`src/rtl/hazard_ctrl_pkg.sv`:
```
// rtl/hazard_ctrl_pkg.sv - shared constants and types for the pipeline hazard controller
package hazard_ctrl_pkg;

    localparam logic [1:0] FWD_RF = 2'b00;
    localparam logic [1:0] FWD_W  = 2'b01;
    localparam logic [1:0] FWD_M  = 2'b10;

    localparam int MD_CNT_W = 4;

    typedef enum logic {
        MEM_IDLE = 1'b0,
        MEM_WAIT = 1'b1
    } memState_t;

endpackage

```
`src/rtl/hazard_ctrl_md_busy_ctr.sv`:
```
// rtl/hazard_ctrl_md_busy_ctr.sv - mul/div occupancy down-counter with registered busy flag
module md_busy_ctr
    import hazard_ctrl_pkg::*;
#(
    parameter int MD_LAT = 4
) (
    input  logic clk,
    input  logic rst,
    input  logic load,
    output logic busy
);

    logic [MD_CNT_W-1:0] count;
    logic [MD_CNT_W-1:0] countNext;

    // A fresh load always wins, even over a count still in flight.
    always_comb begin
        countNext = count;
        if (load) begin
            countNext = MD_CNT_W'(MD_LAT);
        end else if (count != '0) begin
            countNext = count - 1'b1;
        end
    end

    always_ff @(posedge clk) begin
        if (rst) begin
            count <= '0;
            busy  <= 1'b0;
        end else begin
            count <= countNext;
            busy  <= (countNext != '0);
        end
    end

endmodule

```
`src/rtl/hazard_ctrl.sv`:
```
// rtl/hazard_ctrl.sv - pipeline hazard detection, forwarding select and stall statistics
module hazard_ctrl
    import hazard_ctrl_pkg::*;
#(
    parameter int REG_AW = 5,
    parameter int MD_LAT = 4,
    parameter int CNT_W  = 16
) (
    input  logic              clk,
    input  logic              rst,
    input  logic              branch_d,
    input  logic              mem_to_reg_e,
    input  logic              mem_to_reg_m,
    input  logic              reg_w_e,
    input  logic              reg_w_m,
    input  logic              reg_w_w,
    input  logic [REG_AW-1:0] rs_d,
    input  logic [REG_AW-1:0] rt_d,
    input  logic [REG_AW-1:0] rs_e,
    input  logic [REG_AW-1:0] rt_e,
    input  logic [REG_AW-1:0] write_reg_e,
    input  logic [REG_AW-1:0] write_reg_m,
    input  logic [REG_AW-1:0] write_reg_w,
    input  logic              mem_req_m,
    input  logic              mem_ready,
    input  logic              md_start_e,
    input  logic              md_use_d,
    input  logic              clr_cnt,
    output logic              stall_f,
    output logic              stall_d,
    output logic              stall_e,
    output logic              stall_m,
    output logic              flush_e,
    output logic              flush_w,
    output logic              fwd_a_d,
    output logic              fwd_b_d,
    output logic [1:0]        fwd_a_e,
    output logic [1:0]        fwd_b_e,
    output logic              md_busy,
    output logic [CNT_W-1:0]  stall_cnt
);

    logic      lwStall;
    logic      brStall;
    logic      memStall;
    logic      mdStall;
    memState_t memState;
    memState_t memStateNext;

    function automatic logic [1:0] fwdSel(input logic [REG_AW-1:0] src);
        if (src != '0 && src == write_reg_m && reg_w_m) begin
            return FWD_M;
        end else if (src != '0 && src == write_reg_w && reg_w_w) begin
            return FWD_W;
        end
        return FWD_RF;
    endfunction

    function automatic logic brMatch(input logic [REG_AW-1:0] src);
        return (src != '0) &&
               ((reg_w_e && src == write_reg_e) || (mem_to_reg_m && src == write_reg_m));
    endfunction

    assign fwd_a_e = fwdSel(rs_e);
    assign fwd_b_e = fwdSel(rt_e);
    assign fwd_a_d = (rs_d != '0) && (rs_d == write_reg_m) && reg_w_m;
    assign fwd_b_d = (rt_d != '0) && (rt_d == write_reg_m) && reg_w_m;

    assign lwStall  = mem_to_reg_e && (rt_e != '0) && ((rs_d == rt_e) || (rt_d == rt_e));
    assign brStall  = branch_d && (brMatch(rs_d) || brMatch(rt_d));
    assign memStall = mem_req_m && !mem_ready;
    assign mdStall  = md_use_d && md_busy;

    // A memory wait freezes the whole front of the pipe and bubbles W;
    // decode hazards only hold F/D and bubble E.
    always_comb begin
        stall_f = 1'b0;
        stall_d = 1'b0;
        stall_e = 1'b0;
        stall_m = 1'b0;
        flush_e = 1'b0;
        flush_w = 1'b0;
        if (memStall) begin
            stall_f = 1'b1;
            stall_d = 1'b1;
            stall_e = 1'b1;
            stall_m = 1'b1;
            flush_w = 1'b1;
        end else if (lwStall || brStall || mdStall) begin
            stall_f = 1'b1;
            stall_d = 1'b1;
            flush_e = 1'b1;
        end
    end

    md_busy_ctr #(
        .MD_LAT (MD_LAT)
    ) u_md_busy_ctr (
        .clk  (clk),
        .rst  (rst),
        .load (md_start_e && !memStall),
        .busy (md_busy)
    );

    always_comb begin
        memStateNext = memState;
        case (memState)
            MEM_IDLE: if (memStall)               memStateNext = MEM_WAIT;
            MEM_WAIT: if (mem_ready || !mem_req_m) memStateNext = MEM_IDLE;
            default:                              memStateNext = MEM_IDLE;
        endcase
    end

    always_ff @(posedge clk) begin
        if (rst) begin
            memState <= MEM_IDLE;
        end else begin
            memState <= memStateNext;
        end
    end

    always_ff @(posedge clk) begin
        if (rst || clr_cnt) begin
            stall_cnt <= '0;
        end else if (stall_f && stall_cnt != '1) begin
            stall_cnt <= stall_cnt + 1'b1;
        end
    end

endmodule

```
`config.mk`:
```
export PLATFORM = sky130hd
export DESIGN_NAME = hazard_ctrl
export DESIGN_NICKNAME = d
export VERILOG_FILES = /design/src/rtl/hazard_ctrl_pkg.sv /design/src/rtl/hazard_ctrl_md_busy_ctr.sv /design/src/rtl/hazard_ctrl.sv
export SDC_FILE = /design/constraint.sdc
export NUM_CORES = 1
export LEC_CHECK = 0
export BUFFER_PORTS_ARGS = -buffer_cell sky130_fd_sc_hd__clkbuf_2
export CORE_ASPECT_RATIO = 0.75
export CORE_MARGIN = 2
export CORE_UTILIZATION = 49
export CTS_CLUSTER_DIAMETER = 150
export DETAILED_ROUTE_END_ITERATION = 7
export PLACE_DENSITY = 0.81
export REMOVE_ABC_BUFFERS = 1
export SKIP_LAST_GASP = 1
export SYNTH_ARGS = -nofsm -noshare
export SYNTH_HDL_FRONTEND = slang
export SYNTH_SLANG_ARGS = --single-unit
```
`constraint.sdc`:
```
create_clock -name clk -period 3.2 [get_ports clk]
set_input_delay 0.64 -clock clk [delete_from_list [all_inputs] [get_ports clk]]
set_output_delay 0.64 -clock clk [all_outputs]
set_load 0.02 [all_outputs]
```
==> Word-level counts from Yosys, hierarchy flattened <==
Index checks and enable logic that the tools add are counted.
{ "totals": {"inputBits": 48, "out_inout_bits": 29, "word_cells": 72, "register_bits": 21} }
{ "classes": {"eq_ne": 11, "reduce_logical": 40, "n_addsub": 2, "muxes": 16} }
{ "ops": {"columns": ["cell", "count"], "rows": [
  ["$eq 5x5->1", 10],
  ["$logic_and 1x1->1", 25],
  ["$reduce_bool 5->1", 4],
  ["$add 16x1->16 const B", 1],
  ["$ne 16x16->1 const B", 1],
  ["$mux 2", 6],
  ["$mux 1", 8],
  ["$mux 4", 2],
  ["$reduce_bool 4->1", 2],
  ["$logic_or 1x1->1", 7],
  ["$sub 4x1->4 const B", 1],
  ["$logic_not 1->1", 2]
]} }

==> Logic depth before layout (Yosys ltp) <==
Gate-level depths: netlist (run 1).
{ "depth": {"word_depth": 11, "ltp_mapped": 9, "mapped_depth_nobuf": 7} }

==> Modules after synthesis <==
Synthesis (run 1) repeated with hierarchy kept, for this count alone.
{ "unflattened": {"cells_unflattened": 234, "area_unflattened_um2": 1894.3} }
{ "modules_own_cells": {"columns": ["module", "cells_each", "seq_area_each_um2", "area_per_inst_um2", "instances"], "rows": [
  ["hazard_ctrl", 208, 320.3, 1651.6, 1],
  ["md_busy_ctr", 26, 100.1, 242.7, 1]
]} }

==> Worst setup path before layout (run 1) <==
Ideal clock, no wire load.
{ "synth_path": {"path_type": "input-to-output", "startpoint": "input rt_e[2]", "endpoint": "output fwd_b_e[0]", "path_buffers": 1, "arrival_time_ps": 2290, "path_slack_ps": 270, "required_ps": 2560, "path_stages": 5, "path_cell_list": "buf_2 or4_4 nor2_4 nor4_1 nor4_1"} }
{ "synth_between": {"elab_chain_len": 6, "word_cells_on_any_way": 11, "cone_classes": "2 x eq/ne; 4 x mux; 5 x reduce/logical"} }
{ "synth_rtl": {"columns": ["item", "line", "rtl"], "rows": [
  ["start, declared", "hazard_ctrl.sv:20", "input logic [REG_AW-1:0] rt_e,"],
  ["$eq 5x5->1 / $reduce_bool 5->1 (equally long branches)", "hazard_ctrl.sv:53, hazard_ctrl.sv:51", null],
  ["$logic_and 1x1->1 (2 in a row)", "hazard_ctrl.sv:53", "end else if (src != '0 && src == write_reg_w && reg_w_w) begin"],
  ["$mux 1", "hazard_ctrl.sv:53", null],
  ["$mux 1", "hazard_ctrl.sv:51", "if (src != '0 && src == write_reg_m && reg_w_m) begin"],
  ["$mux 2 (*)", "hazard_ctrl.sv:56", "return FWD_RF;"],
  ["end, declared", "hazard_ctrl.sv:38", "output logic [1:0] fwd_b_e,"]
]} }
Every way passes the cells marked *; elsewhere a longest branch is shown, timed or not.

==> Worst setup path in the final report (run 1) <==
{ "layout_path": {"startpoint": "input rt_e[1]", "endpoint": "output stall_f"} }
{ "layout_between": {"elab_chain_len": 7, "word_cells_on_any_way": 10, "cone_classes": "2 x eq/ne; 2 x mux; 6 x reduce/logical"} }
{ "layout_rtl": {"columns": ["item", "line", "rtl"], "rows": [
  ["$eq 5x5->1 / $reduce_bool 5->1 (equally long branches)", "hazard_ctrl.sv:69", "assign lwStall = mem_to_reg_e && (rt_e != '0) && ((rs_d == rt_e) || (rt_d == rt_e));"],
  ["$logic_or 1x1->1 / $logic_and 1x1->1 (equally long branches)", "hazard_ctrl.sv:69", null],
  ["$logic_and 1x1->1 (*)", "hazard_ctrl.sv:69", null],
  ["$logic_or 1x1->1 (*) (2 in a row)", "hazard_ctrl.sv:89", "end else if (lwStall || brStall || mdStall) begin"],
  ["$mux 1 (*)", "hazard_ctrl.sv:89", null],
  ["$mux 1 (*)", "hazard_ctrl.sv:83", "if (memStall) begin"],
  ["end, declared", "hazard_ctrl.sv:29", "output logic stall_f,"]
]} }
Marked as above.

==> impl_metrics.ini, run 1 <==
[clocking]
cts_buffers = 3
cts_max_level = 1
clk-insertion-delay-late_ns = 0.26
ctsHoldBuffers = 0
tritoncts = built
clock-sinks = 21
postCtsSetupBuffers = 0
post_cts_resized = 0
cts_max_path_buffers = 2
clockRootBuffer = clkbuf_8
clk_pin_slew_ns = 0.08

[critical_path]
startpoint = rt_e[1]
crit_fanout = 5
crit_chain = clkbuf_2, or4_4, nor2_4, nor2b_2, a32oi_4, nand2_1, clkbuf_2
crit_path_start_kind = input pin
cpMaxStageDelayCell = or4_4
path_class = in -> out
crit_path_max_incr_delay_ns = 0.57
cp_num_buf_inv = 2
cp.arrival_ns = 2.16
critPathTopFamily = simple AND/OR/NAND/NOR gates
path_common_cell = clkbuf_2
required_ns = 2.56
endpoint_kind = output pin
timing.rr.start = stall_cnt[6]

[power_and_ir_drop]
power_density_nw_per_um2 = 332
power_w = 0.000773
ir_drop_v = 0.000304
power_leakage_nw = 0.968

[placed_design]
hpwl_mm = 4.20
place.gp.congestion = 0.923
placed_cell_area_sq_um = 2280
port_buffers = 76

[die]
die_x_um = 76.4
rows = 19
die_y_um = 58.3
ios = 77
core_area_sq_um = 3710
dieArea_sq_um = 4460
start_util = 0.520

[yosys]
synthesis.area_sq_um = 1930
yosysTopAreaCellShare = 0.223
seq_area_frac_synth = 0.218
synthArstFlopShare = 0
synth_flop_cell = dfxtp_1
syn_avg_cell_area_sq_um = 7.68
synth-seq-cells = 21
ys_warn_count = 0
postSynthCellCount = 251
ys_top_cells_by_area = xnor2_1 (22%), dfxtp_1 (22%), nand2_1 (5.6%), nand3_1 (4.2%), nand4_1 (3.9%)
synth_top_area_cell = xnor2_1
synth_most_common_cell = xnor2_1
synth_cell_types = 46
synth_common_cells = xnor2_1 (49), nand2_1 (29), dfxtp_1 (21), nor2_1 (18), nand3_1 (16)
synth_edf_count = 0

[routing]
drt_wl_total_mm = 5.14
dr.pass1.iters = 5
viasPerCell = 5.42
wl_per_cell_um = 14.0
drtAntennaViolNets = 0
drt_iter0_markers = 169
drcViolationCount = 0
via_count = 1995

[job]
max-cap-violations = 0

[sta]
worstMarginPinSlew_ns = 0.763
fin_crit_ns = 2.80
relSlewSlack = 0.489
finalMaxSlewViolations = 0
fin_skew_ns = 0.00148
rsz0062_at_grt = no
report.final.setup_viol = 0
setup_tns_ns = 0
hold_viol = 0
period_share = 0.874
fmax_mhz = 358

[run_status]
status = finished, final reports clean

[grt]
grt_pass1_vias = 1786
antenna_found_initial = 0
grt_first_pass_wirelength_mm = 8.27
grt_usage = 0.232
grt_overflow = 0
grt_max_degree = 20

[hold_path]
hold_class = reg -> reg
worstHoldStart = stall_cnt[1]

[cells_and_area]
fin_nets = 367
drive_gt1_frac = 0.297
fin_area_sq_um = 2330
syn_to_final_growth_pct = 20.6
antenna_cells = 0
==> per-stage QoR <==
| stage | instances | hold WS, ns | utilization | setup WS [ns] |
|---|---|---|---|---|
| 3_3_place_gp | 364 | 0.487 | 0.615 | 0.448 |
| 5_1_grt | 368 | 0.563 | 0.627 | 0.332 |
| 6_report | 368 | 0.508 | 0.627 | 0.405 |
| 4_1_cts | 368 | 0.510 | 0.627 | 0.400 |
| 3_5_place_dp | 364 | 0.495 | 0.615 | 0.403 |
| 2_1_floorplan | 235 | 0.489 | - | 0.404 |
==> sequential cells by signal (all words and copies together), names as in the netlist <==
name and flops:
u_md_busy_ctr.count 4, stall_cnt 16, u_md_busy_ctr.busy 1
==> cells by family after synthesis <==
family | share of synthesized area
mux | 0.0156
buf+inv | 0.0701
flops | 0.218
xor+xnor | 0.241
compound gates | 0.162
simple gates | 0.280
fa+ha+maj | 0.0130
==> cells in the final DEF, fill, tap and decap left out, types with 4 or more instances in the layout <==
cell      instances
dfxtp_1          21
inv_1             9
nor2_1           18
nand3_1          16
xor2_1            4
a31oi_1           5
nor4_1            4
a21oi_1          10
xnor2_1          49
nand4_1          12
clkbuf_2         76
nand2_1          29
nor3_1            8
nand2b_1          4
a21o_1            4
==> report_power, final <==
part / internal (W) / switching, W
Sequential: 0.000275 / 0.0000156
Clock: 0.0000868 / 0.0000878
Combinational: 0.000134 / 0.000174
Total: 0.000496 / 0.000277
==> layout make-up <==
cell class / count / area (sq um)
Multi-Input combinational cell: 205 / 1370
Timing Repair Buffer: 77 / 388
Clock inverter: 1 / 5.00
Sequential cell: 21 / 420
Inverter: 9 / 33.8
Tap cell: 52 / 65.1
Fill cell: 348 / 1380
Clock buffer: 3 / 41.3
==> layer usage <==
layer	routed length, um	vias to the layer above	track usage
met3	358	6	0.0414
met4	59	0	0.0545
met1	2530	914	0.335
li1	-	999	-
met5	0	-	0
met2	2200	76	0.367
==> worst min-delay path, cell delays in order (launching register included) <==
cell     delay, ns
dfxtp_1       0.35
nand2_1       0.07
o21ai_1       0.05
==> path summary, 6_finish.rpt <==
| kind | slack, ns | cells past startpoint | end |
|---|---|---|---|
| hold / removal | 0.51 | 2 | stall_cnt[1] |
| hold reg to reg | 0.51 | 2 | stall_cnt[1] |
| setup reg to reg | 1.03 | 8 | stall_cnt[15] |
| setup / recovery | 0.40 | 7 | stall_f |
No activity file was read; power rests on OpenSTA's default activity.
==> inputs of run 2 (changes only) <==
--- a/config.mk
+++ b/config.mk
@@ -8,10 +8,10 @@
 export BUFFER_PORTS_ARGS = -buffer_cell sky130_fd_sc_hd__clkbuf_2
 export CORE_ASPECT_RATIO = 0.75
 export CORE_MARGIN = 2
-export CORE_UTILIZATION = 49
+export CORE_UTILIZATION = 53
 export CTS_CLUSTER_DIAMETER = 150
 export DETAILED_ROUTE_END_ITERATION = 7
-export PLACE_DENSITY = 0.81
+export PLACE_DENSITY = 0.86
 export REMOVE_ABC_BUFFERS = 1
 export SKIP_LAST_GASP = 1
 export SYNTH_ARGS = -nofsm -noshare
==> constraint.sdc (replaced) <==
create_clock -name clk -period 3.25 [get_ports clk]
set_input_delay 0.65 -clock clk [delete_from_list [all_inputs] [get_ports clk]]
set_output_delay 0.65 -clock clk [all_outputs]
set_load 0.02 [all_outputs]
==> run 2 against run 1 <==
  * Total power down 1.5%
  * Critical endpoint is now stall_d
  * Via count about the same
  * Worst hold slack worse by 0.0016 ns
  * Final area down 0.70%
==> impl_metrics.ini, run 2 (synthesized netlist as in run 1, its figures left out) <==
[critical_path]
crit_fanout = 5
crit_path_start_kind = input pin
cp.arrival_ns = 2.17
path_class = in -> out
endpoint_kind = output pin
required_ns = 2.60

[routing]
dr.pass1.iters = 4
drcViolationCount = 0
drtAntennaViolNets = 0
via_count = 1994
viasPerCell = 5.60
wl_per_cell_um = 14.2
drt_wl_total_mm = 5.06
drt_iter0_markers = 163

[cells_and_area]
largest_register_ff_count = 16
largest_register = stall_cnt
multi_input_area_sq_um = 1370
syn_to_final_growth_pct = 19.8
drive_gt1_frac = 0.294
antenna_cells = 0
fin_nets = 367
register_area_sq_um = 420
reg_top3 = stall_cnt: 16 flops, u_md_busy_ctr.count: 4 flops, u_md_busy_ctr.busy: 1 flops
layout_commonest_cell = clkbuf_2
fillers = 289
final_cell_mix = clkbuf_2 (76), xnor2_1 (49), nand2_1 (29)
fin_area_sq_um = 2310

[power_and_ir_drop]
pwr-share-clk = 0.229
power_density_nw_per_um2 = 330
power_leakage_nw = 0.965
power.share.switching = 0.357
p_seq_frac = 0.375
ir_drop_v = 0.000261
switchingPower_w = 0.000272
power.internal_w = 0.000490
pwr-share-comb = 0.396

[sta]
fmax_mhz = 355
fin_skew_ns = 0.00722
rsz0062_at_grt = no
setup_tns_ns = 0
period_share = 0.867
fin_crit_ns = 2.82
worstMarginPinSlew_ns = 0.740
relSlewSlack = 0.505
finalMaxSlewViolations = 0
hold_viol = 0
report.final.setup_viol = 0

[die]
dieArea_sq_um = 4140
die_y_um = 56.2
rows = 18
ios = 77
start_util = 0.571
core_area_sq_um = 3380
die_x_um = 73.6

[grt]
grt_overflow = 0
grt_pass1_vias = 1865
grt_max_degree = 17
antenna_found_initial = 0
grt_first_pass_wirelength_mm = 8.38
grt_usage = 0.255

[placed_design]
place.gp.congestion = 0.921
hpwl_mm = 4.15
port_buffers = 76
placed_cell_area_sq_um = 2260

[clocking]
clk-insertion-delay-late_ns = 0.26
cts_max_path_buffers = 2
clock-sinks = 21
cts_max_level = 1
tritoncts = built
clk_pin_slew_ns = 0.08
clockRootBuffer = clkbuf_8
postCtsSetupBuffers = 0
cts_buffers = 3
post_cts_resized = 0
ctsHoldBuffers = 0

[hold_path]
hold_class = reg -> reg

[job]
max-cap-violations = 0

[run_status]
status = finished, final reports clean
[run 2: cell types whose count changed in the layout (fill, tap and decap cells not counted), sizes merged]
cell    previous run  this run
clkbuf            79        80
clkinv             1         0
[run 2: layout make-up]
cell class              instances  share of cell area
multi-input cells             205               0.594
flip-flops and latches         21               0.182
repair buffers                 77               0.168
well taps                      40              0.0217
clock buffers                   4              0.0195
inverters                       9              0.0146
[run 2: power groups by stage]
stage | clock [W] | sequential, W | combinational, W
after floorplan | 0 | 0.000294 | 0.000192
after global placement | 0 | 0.000291 | 0.000292
after detailed placement | 0 | 0.000292 | 0.000299
after CTS | 0.000174 | 0.000286 | 0.000301
after global routing | 0.000185 | 0.000289 | 0.000336
final | 0.000174 | 0.000286 | 0.000302
[run 2: path summary, 6_finish.rpt]
path                startpoint           end  slack (ns)  depth (start not counted)
setup reg to reg  stall_cnt[6]  stall_cnt[3]        1.01                          7
hold / removal    stall_cnt[8]  stall_cnt[8]        0.51                          2
setup / recovery       rt_e[1]       stall_d        0.43                          7
hold reg to reg   stall_cnt[8]  stall_cnt[8]        0.51                          2
[run 2: worst max-delay path, stage by stage]
cell	delay, ns
clkbuf_2	0.14
or4_4	0.56
nor2_4	0.12
nor2b_2	0.06
a32oi_4	0.26
nand2_1	0.18
clkbuf_2	0.19
[run 2: metrics by stage]
stage / std cells / worst slack, ns / util / hold WS, ns / total power, W
6_report: 356 / 0.431 / 0.684 / 0.506 / 0.000762
5_1_grt: 356 / 0.336 / 0.684 / 0.562 / 0.000810
4_1_cts: 356 / 0.437 / 0.684 / 0.510 / 0.000760
3_5_place_dp: 352 / 0.437 / 0.670 / 0.500 / 0.000591
3_3_place_gp: 352 / 0.474 / 0.670 / 0.491 / 0.000584
2_1_floorplan: 235 / 0.434 / - / 0.489 / 0.000486
[run 2: per-layer routing]
| layer | wire, um | GRT usage | up-vias |
|---|---|---|---|
| met5 | 0 | 0 | - |
| met4 | 63 | 0.0390 | 0 |
| met3 | 344 | 0.0707 | 10 |
| met2 | 2240 | 0.389 | 70 |
| met1 | 2410 | 0.362 | 905 |
| li1 | - | - | 1009 |
